[config.mk]
export PLATFORM = sky130hd
export DESIGN_NAME = ark_fetch_seq
export DESIGN_NICKNAME = d
export VERILOG_FILES = /design/src/rtl/ark_fetch_seq.sv
export SDC_FILE = /design/constraint.sdc
export NUM_CORES = 1
export LEC_CHECK = 0
export CAP_MARGIN = 20
export CELL_PAD_IN_SITES_DETAIL_PLACEMENT = 1
export CELL_PAD_IN_SITES_GLOBAL_PLACEMENT = 1
export CORE_MARGIN = 2
export CORE_UTILIZATION = 35
export DETAILED_ROUTE_END_ITERATION = 6
export PLACE_DENSITY_LB_ADDON = 0.1
export SYNTH_ARGS = -nofsm -noshare
export SYNTH_HDL_FRONTEND = slang
export SYNTH_SLANG_ARGS = --single-unit
[constraint.sdc]
create_clock -name CLK -period 4.3 [get_ports CLK]
set_input_delay 0.43 -clock CLK [delete_from_list [all_inputs] [get_ports CLK]]
set_output_delay 0.43 -clock CLK [all_outputs]
set_load 0.005 [all_outputs]
[src/rtl/ark_fetch_seq.sv]
// ARK instruction-fetch sequencer: variable-latency imem handshake, valid/ready issue to decode,
// relative/absolute branching, registered halt and saturating retire/cycle counters.
module ark_fetch_seq #(
    parameter int unsigned PC_W   = 8,
    parameter int unsigned INST_W = 10,
    parameter int unsigned TGT_W  = 7,
    parameter int unsigned CNT_W  = 16
) (
    input  logic              CLK,
    input  logic              RST_N,
    input  logic              start,
    output logic              imem_req,
    output logic [PC_W-1:0]   imem_addr,
    input  logic              imem_valid,
    input  logic [INST_W-1:0] imem_rdata,
    output logic [INST_W-1:0] inst,
    output logic              inst_valid,
    input  logic              inst_ready,
    input  logic              branch_taken,
    input  logic              branch_abs,
    input  logic [TGT_W-1:0]  branch_target,
    input  logic              halt_req,
    output logic [PC_W-1:0]   pc,
    output logic              halt,
    output logic [CNT_W-1:0]  inst_count,
    output logic [CNT_W-1:0]  cycle_count,
    output logic              count_sat
);

    typedef enum logic [1:0] {
        S_IDLE   = 2'd0,
        S_FETCH  = 2'd1,
        S_ISSUE  = 2'd2,
        S_HALTED = 2'd3
    } state_t;

    localparam logic [CNT_W-1:0] CNT_MAX = '1;
    localparam logic [CNT_W-1:0] CNT_ONE = CNT_W'(1);
    localparam logic [PC_W-1:0]  PC_ONE  = PC_W'(1);

    state_t              state, state_d;
    logic [PC_W-1:0]     pc_d;
    logic [INST_W-1:0]   inst_d;
    logic [CNT_W-1:0]    inst_count_d, cycle_count_d;
    logic                count_sat_d;
    logic                handshake_c;
    logic [PC_W-1:0]     tgt_abs_c, tgt_rel_c;

    assign imem_addr   = pc;
    assign handshake_c = (state == S_ISSUE) && inst_ready;
    assign tgt_abs_c   = PC_W'(branch_target);
    assign tgt_rel_c   = pc + PC_W'($signed(branch_target));

    // Next-state, next-pc and counter update; start overrides everything
    always_comb begin
        state_d       = state;
        pc_d          = pc;
        inst_d        = inst;
        inst_count_d  = inst_count;
        cycle_count_d = cycle_count;
        count_sat_d   = count_sat;

        if (start) begin
            state_d       = S_FETCH;
            pc_d          = '0;
            inst_count_d  = '0;
            cycle_count_d = '0;
            count_sat_d   = 1'b0;
        end else begin
            if (state == S_FETCH || state == S_ISSUE) begin
                if (cycle_count != CNT_MAX) cycle_count_d = cycle_count + CNT_ONE;
                if (cycle_count_d == CNT_MAX) count_sat_d = 1'b1;
            end
            case (state)
                S_FETCH: begin
                    if (imem_valid) begin
                        inst_d  = imem_rdata;
                        state_d = S_ISSUE;
                    end
                end
                S_ISSUE: begin
                    if (handshake_c) begin
                        if (inst_count != CNT_MAX) inst_count_d = inst_count + CNT_ONE;
                        if (inst_count_d == CNT_MAX) count_sat_d = 1'b1;
                        if (halt_req) begin
                            state_d = S_HALTED;
                        end else begin
                            state_d = S_FETCH;
                            if (branch_taken && branch_abs) pc_d = tgt_abs_c;
                            else if (branch_taken)          pc_d = tgt_rel_c;
                            else                            pc_d = pc + PC_ONE;
                        end
                    end
                end
                default: ;
            endcase
        end
    end

    // State and registered outputs; status flags are decoded from the next state
    always_ff @(posedge CLK or negedge RST_N) begin
        if (!RST_N) begin
            state       <= S_IDLE;
            pc          <= '0;
            inst        <= '0;
            inst_count  <= '0;
            cycle_count <= '0;
            count_sat   <= 1'b0;
            imem_req    <= 1'b0;
            inst_valid  <= 1'b0;
            halt        <= 1'b0;
        end else begin
            state       <= state_d;
            pc          <= pc_d;
            inst        <= inst_d;
            inst_count  <= inst_count_d;
            cycle_count <= cycle_count_d;
            count_sat   <= count_sat_d;
            imem_req    <= (state_d == S_FETCH);
            inst_valid  <= (state_d == S_ISSUE);
            halt        <= (state_d == S_HALTED);
        end
    end

endmodule
* Word level (Yosys, flattened, before mapping) *
Cells that the tools add are included.
W data, S select, Z words.

word-level totals
  bits in registers = 56
  bits of input ports = 25
  output and inout bits = 62
  word-level logic and storage cells = 62

operators by class
  add/subtract/negate cells = 4
  eq/ne operators = 10
  mux-type cells = 29
  bitwise logic cells = 1
  reductions and logical operators = 9

operator list
  cell                     number
  $mux W16                 12
  $mux W8                  6
  $add A16 B1 Y16 const B  2
  $eq A16 B16 Y1 const B   2
  $ne A16 B16 Y1 const B   2
  $add A8 B1 Y8 const B    1
  $add A8 B8 Y8            1
  $mux W2                  4
  $eq A2 B2 Y1 const B     3
  $mux W1                  6
  $reduce_and A3 Y1        2
  $reduce_bool A2 Y1       3
  $eq A2 B1 Y1 const B     2
  $pmux W2 S2              1
  $logic_and A1 B1 Y1      2
  $ne A2 B2 Y1 const B     1
  $reduce_and A2 Y1        1
  $logic_or A1 B1 Y1       1
  $not A1 Y1               1

* Longest topological paths before layout *
  depth in word-level cells = 11
  depth in mapped cells = 11
  depth with buffers taken out = 11

* Least setup slack after synthesis *
OpenSTA, ideal clock, no wires.

  kind = reg2reg
  start point = register cycle_count[0]
  end point = register count_sat
  setup time = 0.095 ns
  arrival = 2.189 ns
  data required time = 4.205 ns
  path slack = 2.016 ns
  stages on the path, launching flop included = 10
  buffers on the path = 1
  clock period less this slack = 2.284 ns
  cells stage by stage = dfrtp_1 ha_1 nand3_2 or2_1 buf_2 nor4_4 o21bai_1 a21oi_1 o41a_1 o31ai_1

on the way
  longest elaborated chain between the ends = 11
  elaborated cells between the ends (all ways) = 12
  classes of those cells = add/sub: 1; eq/ne: 2; mux: 9

RTL lines
  what                                               line  text
  start, declared                                    26    output logic [CNT_W-1:0] cycle_count,
  start signal, assigned                             117   cycle_count <= cycle_count_d;
  $add A16 B1 Y16 or $ne A16 B16 Y1 (tied branches)  71    if (cycle_count != CNT_MAX) cycle_count_d = cycle_count + CNT_ONE;
  $mux W16 *                                         71
  $mux W16 *                                         70    if (state == S_FETCH || state == S_ISSUE) begin
  $mux W16 *                                         63    if (start) begin
  $eq A16 B16 Y1 *                                   72    if (cycle_count_d == CNT_MAX) count_sat_d = 1'b1;
  $mux W1 *                                          72
  $mux W1 *                                          70
  $mux W1                                            84    if (inst_count_d == CNT_MAX) count_sat_d = 1'b1;
  $mux W1                                            82    if (handshake_c) begin
  $mux W1 *                                          74    case (state)
  $mux W1 *                                          63
  named net count_sat_d                              45    logic count_sat_d;
  end signal, assigned                               118   count_sat <= count_sat_d;
  end, declared                                      27    output logic count_sat

Mark *: on every way through the listed nets, which the timed path passes. The rest lies on a longest branch. The select of a mux whose other input is x is not followed.
A chain may end at the register's enable or synchronous reset.

* Worst setup path after layout *
Same ends and word-level chain as after synthesis.

==> results.sh <==
export IMPL_outcome="completed"
export IMPL_start_kind="flop"
export IMPL_wl_met1_um=4300
export IMPL_syn_avg_cell_area_um2=8.94
export IMPL_syn2layout_area_growth_pct=30.4
export IMPL_cts_buffers=5
export IMPL_synth_edf_count=0
export IMPL_hpwl_um=6590
export IMPL_fin_crit_ns=2.64
export IMPL_h_tree_depth=2
export IMPL_dieHeight_um=103
export IMPL_core_area_um2=9640
export IMPL_ys_flop_type="dfrtp_1"
export IMPL_ctsHoldBuffers=0
export IMPL_cts_resized=0
export IMPL_syn_num_nets=421
export IMPL_rsz0062_at_grt="false"
export IMPL_grt_usage_pct=17.9
export IMPL_relSlewSlack_pct=55.0
export IMPL_nets=496
export IMPL_ff_latch_area_um2=1400
export IMPL_drive_gt1_share_pct=5.65
export IMPL_required_ns=4.53
export IMPL_clockBufferDepth=2
export IMPL_share_seq_of_total_power_pct=44.2
export IMPL_cp_slowest_cell="dfrtp_1"
export IMPL_fin_tns_setup_ns=0
export IMPL_dr_pass1_iters=4
export IMPL_ys_seq_area_share_pct=40.8
export IMPL_final_hold_violation_count=0
export IMPL_clock_sinks=56
export IMPL_fp_row_count=36
export IMPL_start_util_pct=35.6
export IMPL_viasPerCell=5.20
export IMPL_io_buffers=86
export IMPL_ys_ff_latch=56
export IMPL_fp_dieW_um=103
export IMPL_path_delay_family="simple AND/OR/NAND/NOR gates"
export IMPL_dr_total_vias=3083
export IMPL_timing_fmax_mhz=379
export IMPL_initialDrtViolationCount=68
export IMPL_worstSetupEndpointType="flop"
export IMPL_cap_viol_max_count=0
export IMPL_crit_chain="ha_1 -> nand3_2 -> or2_1 -> nor4_4 -> o21bai_1 -> a21oi_1 -> o41a_1 -> o31ai_1"
export IMPL_fill_cells=1143
export IMPL_cts_clk_slew_worst_paths_ns=0.11
export IMPL_multiInputGateArea_um2=1870
export IMPL_io_pin_count=87
export IMPL_root_buffer="clkbuf_8"
export IMPL_top_layer_used="met4"
export IMPL_cp_max_fo=9
export IMPL_synth_compound_area_share_pct=11.5
export IMPL_powerDensity_nw_per_um2=332
export IMPL_yosys_area_share_simple_pct=26.4
export IMPL_wl_met2_um=4230
export IMPL_synth_adder_area_share_pct=4.59
export IMPL_crit_arrival_ns=2.87
export IMPL_antenna_found_initial=0
export IMPL_p_leak_nw=1.78
export IMPL_tritoncts="yes"
export IMPL_synth_cell_type_count=58
export IMPL_finalWirelength_um=8960
export IMPL_antenna_left=0
export IMPL_yosys_warnings=0
export IMPL_fin_crit_sh_pct=61.4
export IMPL_worstSkewPairLatency_ns=0.32
export IMPL_grt_overflow=0
export IMPL_worstMarginPinSlew_ns=0.673
export IMPL_p_switching_mw=0.458
export IMPL_grt_pass1_wl_um=15100
export IMPL_grt_max_degree=40
export IMPL_route_met3_wl_um=351
export IMPL_drv_slew=0
export IMPL_cts_setup_buffers=0
export IMPL_power_internal_mw=1.03
export IMPL_synthMuxAreaShare_pct=4.45
export IMPL_n_antenna_cell=0
export IMPL_die_area_um2=10600
export IMPL_dp_slack_ns=1.35
export IMPL_async_flop_share_pct=100
export IMPL_grt_pass1_vias=3075
export IMPL_power_frac_comb_pct=30.8
export IMPL_ir_worst_vdd_mv=0.227
export IMPL_clockPowerShare_pct=24.9
export IMPL_hold_path_class="in -> async"
export IMPL_path_buf_inv=0
export IMPL_syn_inst=384
export IMPL_setup_viol=0
export IMPL_routabilityCongestion=0.763
export IMPL_crit_type="reg -> reg"
export IMPL_drc=0
export IMPL_switching_share_pct=30.8
export IMPL_fin_skew_ns=0.0138
export IMPL_synth_top_family_by_area="simple AND/OR/NAND/NOR gates"
export IMPL_critPathMaxStageDelay_ns=0.51
export IMPL_wl_per_cell_um=15.1
export IMPL_setup_ws_ns=1.66
export IMPL_synth_xor_area_share_pct=7.65
export IMPL_syn_cell_area_um2=3430
==> through the flow <==
step	instance area (um^2)	power [mW]	utilization, %	std cells	hold slack (ns)
global placement	4360	1.12	45.2	585	0.400
finish	4480	1.49	46.5	593	0.0346
detailed placement	4360	1.13	45.2	585	0.402
global route	4480	1.58	46.5	593	0.0734
floorplan	3430	0.890	-	384	0.134
CTS	4480	1.51	46.5	593	0.0483
==> per-layer routing <==
| metal | up-vias | track usage, % |
|---|---|---|
| met4 | 0 | 3.64 |
| met2 | 58 | 29.1 |
| li1 | 1487 | - |
| met3 | 6 | 3.25 |
| met1 | 1532 | 25.0 |
| met5 | - | 0 |
==> power groups by stage <==
stage	logic, mW	registers (mW)	clock network (mW)
finish	0.458	0.657	0.370
global placement	0.456	0.663	0
detailed placement	0.464	0.670	0
global route	0.509	0.670	0.399
floorplan	0.223	0.667	0
CTS	0.469	0.659	0.382
==> flip-flops by register name, indices dropped and copies added (netlist names), 2 cells and up <==
register,cells
cycle_count,16
inst_count,16
inst,10
imem_addr,8
state,2
==> synth_stat cells (7+ instances only) <==
master / number / area, um^2
inv_1: 13 / 48.8
nand3_1: 15 / 75.1
nor2b_1: 7 / 43.8
xnor2_1: 13 / 114
ha_1: 11 / 138
dfrtp_1: 56 / 1400
and2_1: 9 / 56.3
nor3_1: 13 / 65.1
xor2_1: 17 / 149
and3_1: 7 / 43.8
o21ai_0: 17 / 85.1
nand2_1: 40 / 150
buf_4: 8 / 60.1
nor2_1: 46 / 173
or3_1: 8 / 50.1
a21oi_1: 17 / 85.1
mux2_2: 10 / 113
clkbuf_1: 9 / 33.8
==> placed cells by master (no fill, tap or decap), types with 13 or more instances in the layout <==
master           Yosys  final
o21ai_0             17     17
nor3_1              13     13
dfrtp_1             56     56
xnor2_1             13     13
nor2_1              46     46
clkdlybuf4s50_1      0     85
nand3_1             15     15
a21oi_1             17     17
inv_1               13     13
xor2_1              17     17
nand2_1             40     40
==> worst register-to-register path: stages (launching register included) <==
cell	delay, ns
dfrtp_1	0.51
ha_1	0.28
nand3_2	0.18
or2_1	0.35
nor4_4	0.47
o21bai_1	0.19
a21oi_1	0.09
o41a_1	0.42
o31ai_1	0.07
==> worst paths after layout <==
check                                                 from                          to  slack, ns  cells past startpoint
worst max register to register  cycle_count[0]$_DFFE_PN0P_         count_sat$_DFF_PN0_       1.66                      8
worst max-delay path            cycle_count[0]$_DFFE_PN0P_         count_sat$_DFF_PN0_       1.66                      8
min in group CLK                       inst[3]$_DFFE_PN0P_         inst[3]$_DFFE_PN0P_       0.52                      1
max in group asynchronous                            RST_N  cycle_count[6]$_DFFE_PN0P_       3.38                      2
worst min register to register         inst[3]$_DFFE_PN0P_         inst[3]$_DFFE_PN0P_       0.52                      1
worst min-delay path                                 RST_N    imem_addr[4]$_DFFE_PN0P_       0.03                      1
==> logic make-up (layout without fill, tap and decap cells) <==
logic type,count (synthesis),count (layout)
multiplexers,14,14
adder cells (fa/ha/maj),12,12
AND/OR/NAND/NOR,176,176
XOR/XNOR,30,30
flip-flops,56,56
AO/OA/AOI/OAI,63,63
buffers and inverters,33,109
==> layout make-up <==
cell class / instances / share of cell area, %
Tap cell: 133 / 3.72
Clock buffer: 5 / 1.54
Sequential cell: 56 / 31.3
Inverter: 13 / 1.09
Multi-Input combinational cell: 295 / 41.9
Timing Repair Buffer: 88 / 19.4
Clock inverter: 3 / 1.06
Note: power is estimated with default switching activity, not from simulation.
